## src/rtl/tomasula_types.sv

```systemverilog
// Shared dispatch types for the Tomasulo front end: instruction/station words, CDB
// entries and the operand lookup/snoop helpers used by the dispatcher.
package tomasula_types;

  localparam int unsigned NUM_TAGS = 8;
  localparam int unsigned XLEN     = 32;

  typedef logic [2:0] rob_tag_t;

  typedef enum logic [2:0] {
    BRANCH  = 3'd0,
    ALU_REG = 3'd1,
    ALU_IMM = 3'd2,
    LOAD    = 3'd3,
    STORE   = 3'd4,
    JAL     = 3'd5,
    JALR    = 3'd6,
    LUI     = 3'd7
  } op_e;

  typedef struct packed {
    op_e             op;
    logic [2:0]      funct3;
    logic [6:0]      funct7;
    logic [4:0]      rs1;
    logic [4:0]      rs2;
    logic            use_imm;
    logic [XLEN-1:0] imm;
    logic [XLEN-1:0] pc;
  } dispatch_word;

  typedef struct packed {
    logic [XLEN-1:0] data;
  } cdb_data;

  typedef struct packed {
    op_e             op;
    logic [2:0]      funct3;
    logic [6:0]      funct7;
    logic            use_imm;
    logic [XLEN-1:0] imm;
    logic [XLEN-1:0] pc;
    rob_tag_t        rd_tag;
    logic            src1_valid;
    rob_tag_t        src1_tag;
    logic [XLEN-1:0] src1_data;
    logic            src2_valid;
    rob_tag_t        src2_tag;
    logic [XLEN-1:0] src2_data;
  } res_word;

  // One source operand as held by a station.
  typedef struct packed {
    logic            valid;
    rob_tag_t        tag;
    logic [XLEN-1:0] data;
  } src_t;

  // Resolve a source from the register-status lookup; x0 always reads as a valid zero.
  function automatic src_t lookup_src(input logic [4:0] idx, input logic ready,
                                      input rob_tag_t tag, input logic [XLEN-1:0] data,
                                      input logic [NUM_TAGS-1:0] calc,
                                      input cdb_data [NUM_TAGS-1:0] cdb);
    src_t s;
    s.valid = 1'b0;
    s.tag   = tag;
    s.data  = '0;
    if (idx == 5'd0) begin
      s.valid = 1'b1;
      s.tag   = '0;
    end else if (ready) begin
      s.valid = 1'b1;
      s.tag   = '0;
      s.data  = data;
    end else if (calc[tag]) begin
      s.valid = 1'b1;
      s.data  = cdb[tag].data;
    end
    return s;
  endfunction

  // Pick up a result for a still-pending source once its producer has completed.
  function automatic src_t snoop_src(input src_t s, input logic [NUM_TAGS-1:0] calc,
                                     input cdb_data [NUM_TAGS-1:0] cdb);
    src_t r;
    r = s;
    if (!s.valid && calc[s.tag]) begin
      r.valid = 1'b1;
      r.data  = cdb[s.tag].data;
    end
    return r;
  endfunction

endpackage

```

## src/rtl/res_dispatch_if.sv

```systemverilog
// Dispatcher bus: instruction queue, ROB allocation, register-status lookup,
// CDB snoop inputs and reservation-station write port.
interface res_dispatch_if
  import tomasula_types::*;
#(
  parameter int unsigned NUM_RS = 4
) ();

  logic                  iq_valid;
  logic                  iq_ready;
  dispatch_word          iq_word;
  logic                  rob_alloc_req;
  logic                  rob_alloc_ack;
  rob_tag_t              rob_tag;
  logic [4:0]            rs1_idx;
  logic [4:0]            rs2_idx;
  logic                  rs1_ready;
  logic                  rs2_ready;
  rob_tag_t              rs1_tag;
  rob_tag_t              rs2_tag;
  logic [XLEN-1:0]       rs1_data;
  logic [XLEN-1:0]       rs2_data;
  logic [NUM_TAGS-1:0]   robs_calculated;
  cdb_data [NUM_TAGS-1:0] cdb;
  logic [NUM_RS-1:0]     res_empty;
  logic [NUM_RS-1:0]     load_word;
  res_word               res_out;

  // Environment side: queue, ROB, register status, CDB and stations.
  modport master (
    output iq_valid, iq_word, rob_alloc_ack, rob_tag, rs1_ready, rs2_ready, rs1_tag,
           rs2_tag, rs1_data, rs2_data, robs_calculated, cdb, res_empty,
    input  iq_ready, rob_alloc_req, rs1_idx, rs2_idx, load_word, res_out
  );

  // Dispatcher side.
  modport slave (
    input  iq_valid, iq_word, rob_alloc_ack, rob_tag, rs1_ready, rs2_ready, rs1_tag,
           rs2_tag, rs1_data, rs2_data, robs_calculated, cdb, res_empty,
    output iq_ready, rob_alloc_req, rs1_idx, rs2_idx, load_word, res_out
  );

endinterface

```

## src/rtl/rs_select.sv

```systemverilog
// Lowest-index empty reservation station picker.
module rs_select #(
  parameter int unsigned NUM_RS = 4
) (
  input  logic [NUM_RS-1:0] res_empty,
  output logic [NUM_RS-1:0] one_hot,
  output logic              any
);

  // Isolate the lowest set bit (x & -x), which is one-hot by construction.
  always_comb begin
    one_hot = res_empty & (~res_empty + {{(NUM_RS-1){1'b0}}, 1'b1});
    any     = |res_empty;
  end

endmodule

```

## src/rtl/res_dispatch.sv

```systemverilog
// Dispatcher: takes one decoded instruction, allocates a ROB entry, gathers its
// operands and writes it into the lowest-index free reservation station.
module res_dispatch
  import tomasula_types::*;
#(
  parameter int unsigned NUM_RS = 4
) (
  input logic          clk,
  input logic          rst,
  input logic          flush,
  res_dispatch_if.slave bus
);

  typedef enum logic [1:0] {IDLE, ALLOC, OPER, ISSUE} state_e;

  state_e            st_q;
  res_word           res_q;
  res_word           res_new;
  res_word           res_snoop;
  logic [4:0]        rs1_q;
  logic [4:0]        rs2_q;
  src_t              src1_cap;
  src_t              src2_cap;
  src_t              src1_held;
  src_t              src2_held;
  src_t              src1_snp;
  src_t              src2_snp;
  logic [NUM_RS-1:0] sel_onehot;
  logic              sel_any;

  rs_select #(
    .NUM_RS(NUM_RS)
  ) u_rs_select (
    .res_empty(bus.res_empty),
    .one_hot  (sel_onehot),
    .any      (sel_any)
  );

  // Fresh station word from the incoming instruction; operands filled in later.
  always_comb begin
    res_new         = '0;
    res_new.op      = bus.iq_word.op;
    res_new.funct3  = bus.iq_word.funct3;
    res_new.funct7  = bus.iq_word.funct7;
    res_new.use_imm = bus.iq_word.use_imm;
    res_new.imm     = bus.iq_word.imm;
    res_new.pc      = bus.iq_word.pc;
  end

  // Operand capture from the register-status lookup; an immediate overrides rs2.
  always_comb begin
    src1_cap = lookup_src(rs1_q, bus.rs1_ready, bus.rs1_tag, bus.rs1_data,
                          bus.robs_calculated, bus.cdb);
    src2_cap = lookup_src(rs2_q, bus.rs2_ready, bus.rs2_tag, bus.rs2_data,
                          bus.robs_calculated, bus.cdb);
    if (res_q.use_imm) begin
      src2_cap = '{valid: 1'b1, tag: '0, data: res_q.imm};
    end
  end

  // Merge this cycle's CDB results into the held word so a strobe carries them.
  always_comb begin
    src1_held = '{valid: res_q.src1_valid, tag: res_q.src1_tag, data: res_q.src1_data};
    src2_held = '{valid: res_q.src2_valid, tag: res_q.src2_tag, data: res_q.src2_data};
    src1_snp  = snoop_src(src1_held, bus.robs_calculated, bus.cdb);
    src2_snp  = snoop_src(src2_held, bus.robs_calculated, bus.cdb);
    res_snoop            = res_q;
    res_snoop.src1_valid = src1_snp.valid;
    res_snoop.src1_data  = src1_snp.data;
    res_snoop.src2_valid = src2_snp.valid;
    res_snoop.src2_data  = src2_snp.data;
  end

  // Handshake outputs decode the state; flush and reset suppress them in their cycle.
  always_comb begin
    bus.iq_ready      = (st_q == IDLE) && !flush && !rst;
    bus.rob_alloc_req = (st_q == ALLOC) && !flush && !rst;
    bus.load_word     = ((st_q == ISSUE) && !flush && !rst) ? sel_onehot : '0;
    bus.rs1_idx       = rs1_q;
    bus.rs2_idx       = rs2_q;
    bus.res_out       = res_snoop;
  end

  // Dispatch FSM and held instruction state.
  always_ff @(posedge clk) begin
    if (rst) begin
      st_q  <= IDLE;
      res_q <= '0;
      rs1_q <= '0;
      rs2_q <= '0;
    end else if (flush) begin
      st_q <= IDLE;
    end else begin
      unique case (st_q)
        IDLE: begin
          if (bus.iq_valid) begin
            res_q <= res_new;
            rs1_q <= bus.iq_word.rs1;
            rs2_q <= bus.iq_word.rs2;
            st_q  <= ALLOC;
          end
        end
        ALLOC: begin
          if (bus.rob_alloc_ack) begin
            res_q.rd_tag <= bus.rob_tag;
            st_q         <= OPER;
          end
        end
        OPER: begin
          res_q.src1_valid <= src1_cap.valid;
          res_q.src1_tag   <= src1_cap.tag;
          res_q.src1_data  <= src1_cap.data;
          res_q.src2_valid <= src2_cap.valid;
          res_q.src2_tag   <= src2_cap.tag;
          res_q.src2_data  <= src2_cap.data;
          st_q             <= ISSUE;
        end
        ISSUE: begin
          res_q <= res_snoop;
          if (sel_any) begin
            st_q <= IDLE;
          end
        end
        default: st_q <= IDLE;
      endcase
    end
  end

endmodule

```

## src/flat_wrapper.sv

```systemverilog
// flat-port wrapper written by rule: the top's interface ports become plain ports
module res_dispatch_flat import tomasula_types::*;
#(
  parameter int unsigned NUM_RS = 4
)
  (clk, rst, flush, bus_iq_valid, bus_iq_word, bus_rob_alloc_ack, bus_rob_tag, bus_rs1_ready, bus_rs2_ready, bus_rs1_tag, bus_rs2_tag, bus_rs1_data, bus_rs2_data, bus_robs_calculated, bus_cdb, bus_res_empty, bus_iq_ready, bus_rob_alloc_req, bus_rs1_idx, bus_rs2_idx, bus_load_word, bus_res_out);
  res_dispatch_if #(.NUM_RS(NUM_RS)) bus_i ();
  input logic clk;
  input logic rst;
  input logic flush;
  input wire logic [$bits(bus_i.iq_valid)-1:0] bus_iq_valid;
  input wire logic [$bits(bus_i.iq_word)-1:0] bus_iq_word;
  input wire logic [$bits(bus_i.rob_alloc_ack)-1:0] bus_rob_alloc_ack;
  input wire logic [$bits(bus_i.rob_tag)-1:0] bus_rob_tag;
  input wire logic [$bits(bus_i.rs1_ready)-1:0] bus_rs1_ready;
  input wire logic [$bits(bus_i.rs2_ready)-1:0] bus_rs2_ready;
  input wire logic [$bits(bus_i.rs1_tag)-1:0] bus_rs1_tag;
  input wire logic [$bits(bus_i.rs2_tag)-1:0] bus_rs2_tag;
  input wire logic [$bits(bus_i.rs1_data)-1:0] bus_rs1_data;
  input wire logic [$bits(bus_i.rs2_data)-1:0] bus_rs2_data;
  input wire logic [$bits(bus_i.robs_calculated)-1:0] bus_robs_calculated;
  input wire logic [$bits(bus_i.cdb)-1:0] bus_cdb;
  input wire logic [$bits(bus_i.res_empty)-1:0] bus_res_empty;
  output wire logic [$bits(bus_i.iq_ready)-1:0] bus_iq_ready;
  output wire logic [$bits(bus_i.rob_alloc_req)-1:0] bus_rob_alloc_req;
  output wire logic [$bits(bus_i.rs1_idx)-1:0] bus_rs1_idx;
  output wire logic [$bits(bus_i.rs2_idx)-1:0] bus_rs2_idx;
  output wire logic [$bits(bus_i.load_word)-1:0] bus_load_word;
  output wire logic [$bits(bus_i.res_out)-1:0] bus_res_out;
  assign bus_i.iq_valid = bus_iq_valid;
  assign bus_i.iq_word = bus_iq_word;
  assign bus_i.rob_alloc_ack = bus_rob_alloc_ack;
  assign bus_i.rob_tag = bus_rob_tag;
  assign bus_i.rs1_ready = bus_rs1_ready;
  assign bus_i.rs2_ready = bus_rs2_ready;
  assign bus_i.rs1_tag = bus_rs1_tag;
  assign bus_i.rs2_tag = bus_rs2_tag;
  assign bus_i.rs1_data = bus_rs1_data;
  assign bus_i.rs2_data = bus_rs2_data;
  assign bus_i.robs_calculated = bus_robs_calculated;
  assign bus_i.cdb = bus_cdb;
  assign bus_i.res_empty = bus_res_empty;
  assign bus_iq_ready = bus_i.iq_ready;
  assign bus_rob_alloc_req = bus_i.rob_alloc_req;
  assign bus_rs1_idx = bus_i.rs1_idx;
  assign bus_rs2_idx = bus_i.rs2_idx;
  assign bus_load_word = bus_i.load_word;
  assign bus_res_out = bus_i.res_out;
  res_dispatch #(.NUM_RS(NUM_RS)) u_core (.clk(clk), .rst(rst), .flush(flush), .bus(bus_i));
endmodule
```

## config.mk

```make
export PLATFORM = sky130hd
export DESIGN_NAME = res_dispatch_flat
export DESIGN_NICKNAME = d
export VERILOG_FILES = /design/src/rtl/tomasula_types.sv /design/src/rtl/res_dispatch_if.sv /design/src/rtl/rs_select.sv /design/src/rtl/res_dispatch.sv /design/src/flat_wrapper.sv
export SDC_FILE = /design/constraint.sdc
export NUM_CORES = 1
export LEC_CHECK = 0
export ABC_AREA = 1
export CELL_PAD_IN_SITES_DETAIL_PLACEMENT = 1
export CELL_PAD_IN_SITES_GLOBAL_PLACEMENT = 2
export CORE_ASPECT_RATIO = 1.2
export CORE_MARGIN = 5
export CORE_UTILIZATION = 34
export DETAILED_ROUTE_END_ITERATION = 6
export DONT_BUFFER_PORTS = 1
export PLACE_DENSITY_LB_ADDON = 0.1
export SYNTH_ARGS = -nofsm -noshare
export SYNTH_HDL_FRONTEND = slang
export SYNTH_SLANG_ARGS = --single-unit
```

## constraint.sdc

```tcl
create_clock -name clk -period 3.67 [get_ports clk]
set_input_delay 0.1835 -clock clk [delete_from_list [all_inputs] [get_ports clk]]
set_output_delay 0.1835 -clock clk [all_outputs]
set_load 0.03 [all_outputs]
```

### Word level (Yosys, flattened, before mapping)

Index checks and enable logic that the tools add are counted.

* flip-flop bits (word level): 165
* output and inout port bits: 169
* logic and storage cells: 100
* input bits: 436

* add/sub/neg operators: 1
* bitwise operators: 4
* eq/ne operators: 6
* mux-type cells: 44
* magnitude comparators: 4
* reductions and logical operators: 25

Operator list (number)
* $bmux 32 s3: 4
* $mux 32: 12
* $pmux 72 s3: 1
* $mux 75: 1
* $mux 36: 1
* $lt 3x4->1 const B: 4
* $bmux 1 s3: 4
* $mux 4: 3
* $logic_not 5->1: 2
* $mux 1: 10
* $mux 3: 3
* $reduce_and 3->1: 3
* $logic_and 1x1->1: 8
* $pmux 2 s4: 1
* $reduce_and 4->1: 2
* $mux 2: 3
* $pmux 3 s2: 1
* $add 4x1->4 const B: 1
* $and 4x4->4: 1
* $eq 2x2->1 const B: 2
* $logic_not 1->1: 4
* $ne 2x2->1 const B: 2
* $not 4->4: 1
* $reduce_bool 2->1: 2
* other kinds (7): 8

### Longest topological paths before layout

Gate-level depths: netlist of the first run.

* depth after elaboration: 7
* gate-level depth with buffers: 15
* mapped depth without buffers: 13

### Modules after synthesis

A second synthesis of the first run with hierarchy kept.

* cell total of the unflattened synthesis: 4061
* area, all modules: 20826.2 µm²

By module, submodules not included
* res_dispatch: cells an instance 4051, seq. area each 3303.2 µm², area each 20779.9 µm², times used 1
* rs_select: cells an instance 10, seq. area each 0.0 µm², area each 46.3 µm², times used 1

### Worst setup path after synthesis of the first run

No wires, ideal clock.

* path kind: register -> output
* start: register u_core.st_q[0]
* end: output bus_load_word[3]
* slack: 1.323 ns
* path buffers: 3
* cell stages (with the launch flop): 7
* data arrival time: 2.163 ns
* required time: 3.487 ns
* path through: dfxtp_1 ha_1 clkbuf_1 clkbuf_1 buf_2 nand2_1 nor4_1

* word-level cells in the longest chain between the ends: 4

RTL lines
* from (decl): RTL line res_dispatch.sv:16 `state_e st_q;`
* from (signal assigned): RTL line res_dispatch.sv:87 `st_q <= IDLE;`
* from (signal assigned): RTL line res_dispatch.sv:92 `st_q <= IDLE;`
* from (signal assigned): RTL line res_dispatch.sv:100 `st_q <= ALLOC;`
* $eq 2x2->1: RTL line res_dispatch.sv:78 `bus.load_word = ((st_q == ISSUE) && !flush && !rst) ? sel_onehot : '0;`
* $logic_and 1x1->1 (2 in a row): RTL line res_dispatch.sv:78
* $mux 4: RTL line res_dispatch.sv:78
* to (decl): RTL line flat_wrapper.sv:28 `output wire logic [$bits(bus_i.load_word)-1:0] bus_load_word;`

No other way between the ends.

### Final worst setup path of the first run

* start: register u_core.res_q (netlist bit u_core.bus.res_out[32])
* end: output bus_res_out[15]

* word-level cells in the longest chain between the ends: 4
* elaborated cells between the ends (all ways): 6
* classes of those cells: mux (5); reduce/logical (1)

RTL lines
* from (decl): RTL line res_dispatch.sv:17 `res_word res_q;`
* from (signal assigned): RTL line res_dispatch.sv:97 `res_q <= res_new;`
* from (signal assigned): RTL line res_dispatch.sv:119 `res_q <= res_snoop;`
* $bmux 1 s3: RTL line tomasula_types.sv:87 `if (!s.valid && calc[s.tag]) begin`
* $mux 1 (not written as such): RTL line tomasula_types.sv:87
* $logic_and 1x1->1: RTL line tomasula_types.sv:87
* $mux 32 *: RTL line tomasula_types.sv:87
* to (decl): RTL line flat_wrapper.sv:29 `output wire logic [$bits(bus_i.res_out)-1:0] bus_res_out;`

Mark *: on every way between the ends. The rest lies on a longest branch, timed or not. The select of a mux whose other input is x is not followed.

==> flow_summary.json, run 1 <==
{
  "worstHoldPathCells": 6,
  "hp-start": "bus_rs1_data[26]",
  "overflow": 0,
  "routed_via_density": 5.66,
  "cts_sinks": 165,
  "yosysTopAreaCell": "nand2_1",
  "power_density_nw_per_um2": 336,
  "netlist_area_sq_um": 20900,
  "die_x_um": 236,
  "route.detailed.drc": 0,
  "status": "finished clean",
  "drive_gt1_share_pct": 4.15,
  "min_path_type": "in -> reg",
  "reg2reg_from": "u_core.st_q[0]",
  "critPathMaxFanout": 34,
  "synth_nets": 4478,
  "die_height_um": 281,
  "reg2reg_depth": 9,
  "fin_util_pct": 37.3,
  "io_buffers": 0,
  "setup_viol": 0,
  "grt_use_total_pct": 34.2,
  "skew_ns": 0.0200,
  "numCtsBuffers": 17,
  "wl_um": 120000,
  "antenna_left": 0,
  "min_to": "u_core.res_q[62]",
  "rows": 99,
  "fin_crit_ns": 3.39,
  "fin_crit_sh_pct": 92.4,
  "seq_area_frac_synth_pct": 15.8,
  "clk_latency_ns": 0.48,
  "grt_pass1_vias": 26730,
  "peakVddDrop_v": 0.000347,
  "cts_tree": "built",
  "worst_ep_arrival_time_ns": 3.21,
  "cts_max_path_buffers": 2,
  "yosys_warnings": 0,
  "nets": 4283,
  "fillers": 8442,
  "finalHoldViolations": 0,
  "vias": 26420,
  "synth-seq-cells": 165,
  "die_area_sq_um": 66400,
  "max_slew_margin_pct": 20.9,
  "syn_avg_cell_area_sq_um": 5.17,
  "first_pass_iters": 6,
  "grt_pass1_wl_um": 174000,
  "p_leak_uw": 0.0113,
  "ys_types": 31,
  "r2r_setup_slack_ns": 0.69,
  "routedWlPerCell_um": 25.7,
  "netlist.area_leader.share_pct": 27.3,
  "tightest_slew_ns": 1.18,
  "gp_congestion": 0.880,
  "top_level_ports": 605,
  "worstReg2RegEnd": "u_core.bus.res_out[32]",
  "synthTopCellsByArea": "nand2_1 27%, dfxtp_1 16%, nand3_1 13%",
  "cts_root_buf": "clkbuf_16",
  "antenna_found_initial": 6,
  "crit_type": "reg -> out",
  "place_hpwl_um": 84600,
  "cp_data_required_time_ns": 3.49,
  "grt_max_degree": 266,
  "core_sq_um": 60800,
  "path_clk_slew_ns": 0.09,
  "max_freq_mhz": 295,
  "start_util_pct": 34.3,
  "synthCells": 4038,
  "critPathCaptureType": "output pin",
  "final_max_slew_viol_count": 0,
  "finalSetupTns_ns": 0,
  "rsz0062_at_grt": "false",
  "maxCapViolations": 0,
  "areaGrowthSynthToFinish_pct": 8.81,
  "htreeDepth": 4,
  "startpoint_type": "flop",
  "dr.first_iter.drc_count": 2087
}
## Yosys cell counts
cell type,n
clkinv_1,1
nand3_1,551
o211ai_2,12
buf_1,30
clkbuf_1,113
o211ai_1,98
nor4_1,1
nor3_1,3
buf_8,1
nand2_4,3
nor2_1,44
and2_0,4
nand2_2,3
buf_12,1
a22oi_1,2
dfxtp_1,165
or2_2,1
o21ai_1,49
and2_1,90
ha_1,4
a211oi_1,1
clkbuf_2,1
inv_2,3
buf_6,21
buf_2,121
nand2_1,1518
inv_1,511
nand4_1,2
buf_4,110
a21oi_1,327
o21ai_0,247
## power by group
group          total, uW  internal (uW)  switching [uW]  leakage (uW)
clock network       1980            937            1040      0.000297
logic               3430           1210            2220       0.00967
registers           2230           1940             286       0.00136
total               7640           4090            3540        0.0113
## cells in the final DEF (no fill, tap or decap), drive strengths merged, types with 17 or more instances in the layout
| master | instances |
|---|---|
| a21oi | 327 |
| and2 | 94 |
| buf | 81 |
| clkbuf | 17 |
| dfxtp | 165 |
| dlygate4sd3 | 103 |
| inv | 521 |
| nand2 | 1524 |
| nand3 | 551 |
| nor2 | 44 |
| o211ai | 110 |
| o21ai | 296 |
## per-stage QoR
stage               power (uW)  cells  setup WS (ns)  hold WS (ns)  instance area, sq um
global route              8030   4666          0.116        0.0322                 22700
detailed placement        5570   4528          0.844         0.268                 21000
finish                    7640   4666          0.278        0.0228                 22700
floorplan                 4530   4038           1.32         0.344                 20900
CTS                       7650   4664          0.298       0.00237                 22700
global placement          5510   4528          0.887         0.264                 21000
## critical path, stage by stage (launching register included)
cell and delay (ns):
dfxtp_4 0.63, inv_4 0.26, nand2_1 0.14, nand3_1 0.08
nand2_1 0.07, nand2_1 0.08, nand2_2 0.44, nand2_4 0.41
nand2_1 0.22, and2_1 0.21, buf_12 0.13
## layer usage
metal / share of wire (%) / up-vias / track usage [%] / wire length [um]
met5: 0.028 / - / 0 / 34
met4: 4.8 / 4 / 15.1 / 5740
li1: - / 12290 / - / -
met2: 47 / 1011 / 58.1 / 56900
met1: 39 / 12894 / 40.8 / 47300
met3: 8.4 / 221 / 9.08 / 10100
## timing repair
item / in CTS / in global routing
endpoints found under the hold margin: 129 / 0
resized for setup: 0 / 0
hold buffers: 104 / 0
setup buffers: 0 / 0
## final cells by class
cell class,count,area (sq um),area share (%)
Clock buffer,17,425,1.87
Multi-Input combinational cell,2960,13400,59.1
Antenna cell,2,5.00,0.0221
Timing Repair Buffer,184,2380,10.5
Clock inverter,15,198,0.871
Tap cell,808,1010,4.45
Sequential cell,165,3320,14.6
Inverter,515,1940,8.56
## registers in the layout, summed over array words and instances, names as in the netlist
name and flops:
u_core.bus.rs2_idx 5, u_core.bus.res_out 87, u_core.res_q 66, u_core.st_q 2, u_core.bus.rs1_idx 5
## worst max path at each step
stage | depth (start not counted) | endpoint | startpoint | slack (ns)
global placement | 10 | bus_res_out[8] | u_core.bus.res_out[32] | 0.89
detailed placement | 10 | bus_res_out[17] | u_core.bus.res_out[32] | 0.84
finish | 10 | bus_res_out[15] | u_core.bus.res_out[32] | 0.28
global route | 10 | bus_res_out[15] | u_core.bus.res_out[32] | 0.12
CTS | 10 | bus_res_out[13] | u_core.bus.res_out[32] | 0.30
floorplan | 6 | bus_load_word[3] | u_core.st_q[0] | 1.32
## cell families (layout without fill, tap and decap cells)
group / count (synthesis) / in the layout / synth area share, %
AND/OR/NAND/NOR: 2220 / 2220 / 44.6
buffers and inverters: 913 / 731 / 20.0
AO/OA/AOI/OAI: 736 / 736 / 19.3
flip-flops: 165 / 165 / 15.8
adder cells (fa/ha/maj): 4 / 4 / 0.240
other: 0 / 2 / 0
(Power assumes the default switching activity.)
==> run 2: changes to the inputs <==
--- a/config.mk
+++ b/config.mk
@@ -8,7 +8,7 @@
 export ABC_AREA = 1
 export CELL_PAD_IN_SITES_DETAIL_PLACEMENT = 1
 export CELL_PAD_IN_SITES_GLOBAL_PLACEMENT = 2
-export CORE_ASPECT_RATIO = 1.2
+export CORE_ASPECT_RATIO = 1.25
 export CORE_MARGIN = 5
 export CORE_UTILIZATION = 34
 export DETAILED_ROUTE_END_ITERATION = 6
==> run 2 against run 1 <==
  * Largest cell class unchanged
  * First-iteration DRC count fell by 0.34%
  * Utilization up 0.10 points
  * Critical endpoint is now bus_res_out[10]
  * Critical path type unchanged
  * Non-clock buffer count is 22 higher
==> flow_summary.json, run 2 (synthesis results as in run 1) <==
{
  "status": "finished clean",
  "crit_top_cell": "nand2_1",
  "cts_tree": "built",
  "htreeDepth": 4,
  "antenna_left": 0,
  "startpoint_type": "flop",
  "vias": 26683,
  "drive_gt1_share_pct": 3.95,
  "grt_pass1_wl_um": 178000,
  "layout.cells.most_common": "nand2_1",
  "antenna_found_initial": 9,
  "top_level_ports": 605,
  "nets": 4305,
  "wl_um": 122000,
  "routed_via_density": 5.67,
  "start_util_pct": 34.3,
  "areaGrowthSynthToFinish_pct": 9.04,
  "crit_family": "simple AND/OR/NAND/NOR gates",
  "cts_max_path_buffers": 2,
  "maxCapViolations": 0,
  "place_hpwl_um": 86800,
  "route.detailed.drc": 0,
  "core_sq_um": 60800,
  "numCtsBuffers": 17,
  "path_buf_inv": 2,
  "rsz0062_at_grt": "false",
  "critPathCaptureType": "output pin",
  "path_clk_slew_ns": 0.09,
  "final_cell_mix": "1517 x nand2_1, 550 x nand3_1, 499 x inv_1, 326 x a21oi_1, 247 x o21ai_0",
  "whs_ns": 0.0303,
  "p_leak_uw": 0.0114,
  "die_x_um": 232,
  "tightest_slew_ns": 0.994,
  "critPathMaxFanout": 33,
  "final_max_slew_viol_count": 0,
  "first_pass_iters": 5,
  "io_buffers": 0,
  "clk_latency_ns": 0.50,
  "grt_pass1_vias": 27127,
  "cpPeakStageDelay_ns": 0.66,
  "routedWlPerCell_um": 25.9,
  "dr.first_iter.drc_count": 2080,
  "max_slew_margin_pct": 33.6,
  "cp_data_required_time_ns": 3.49,
  "fin_crit_sh_pct": 93.6,
  "cts_root_buf": "clkbuf_16",
  "finalSetupTns_ns": 0,
  "crit_chain": "inv_2, nand3_1, nand2_1, nand2_1, nand2_2, nand2_4, nand2_1, and2_1, buf_12",
  "fin_crit_ns": 3.43,
  "power_density_nw_per_um2": 329,
  "crit_path_top_delay_cell": "dfxtp_4",
  "max_freq_mhz": 291,
  "overflow": 0,
  "grt_max_degree": 266,
  "setup_viol": 0,
  "crit_type": "reg -> out",
  "gp_congestion": 0.928,
  "skew_ns": 0.0231,
  "finalHoldViolations": 0,
  "worst_ep_arrival_time_ns": 3.25,
  "min_path_type": "in -> reg",
  "die_height_um": 287,
  "cts_sinks": 165,
  "fin_util_pct": 37.4,
  "die_area_sq_um": 66400,
  "rows": 101,
  "peakVddDrop_v": 0.000409,
  "grt_use_total_pct": 35.1,
  "largest_reg_flops": 87
}
run 2: what timing repair did:
item / CTS / global route
hold buffers: 132 / 0
setup buffers: 0 / 0
hold endpoints to repair: 136 / 0
resized for setup: 0 / 0
run 2: worst paths after layout:
path                            from                      end  slack [ns]  depth (start not counted)
min                 bus_rs1_data[28]         u_core.res_q[64]        0.03                          6
max           u_core.bus.res_out[33]          bus_res_out[10]        0.24                          9
max reg2reg           u_core.st_q[0]   u_core.bus.res_out[72]        0.57                         10
min reg2reg  u_core.bus.res_out[139]  u_core.bus.res_out[139]        0.47                          2
run 2: report_power, final:
group          total (uW)  switching, uW  internal [uW]
Clock                1940           1010            931
Combinational        3320           2220           1100
Sequential           2220            275           1940
run 2: stage by stage:
step | total power [uW] | std cells | instance area [sq um] | worst slack [ns]
floorplan | 4530 | 4038 | 20900 | 1.32
global placement | 5340 | 4538 | 20800 | 0.846
detailed placement | 5420 | 4538 | 20800 | 0.827
CTS | 7500 | 4702 | 22700 | 0.249
global route | 7850 | 4708 | 22700 | 0.117
finish | 7480 | 4708 | 22700 | 0.235
run 2: tightest hold or removal path: cells and delay by family:
family        cells  cell delay, ns
buf+inv           1            0.04
simple gates      5            0.28
run 2: area by class of cell:
type / count / area [sq um]
well taps: 824 / 1030
diodes: 6 / 15.0
inverters: 515 / 1940
clock inverters: 14 / 154
repair buffers: 206 / 2420
flip-flops and latches: 165 / 3320
multi-input cells: 2960 / 13400
fillers: 8425 / 38000
clock buffers: 18 / 439
run 2: metal layers:
metal | track usage, % | vias up | wire (um)
met2 | 59.4 | 1064 | 57700
met4 | 17.3 | 2 | 6710
met5 | 0 | - | 19
met3 | 9.31 | 261 | 10100
met1 | 41.0 | 13038 | 47600
li1 | - | 12318 | -
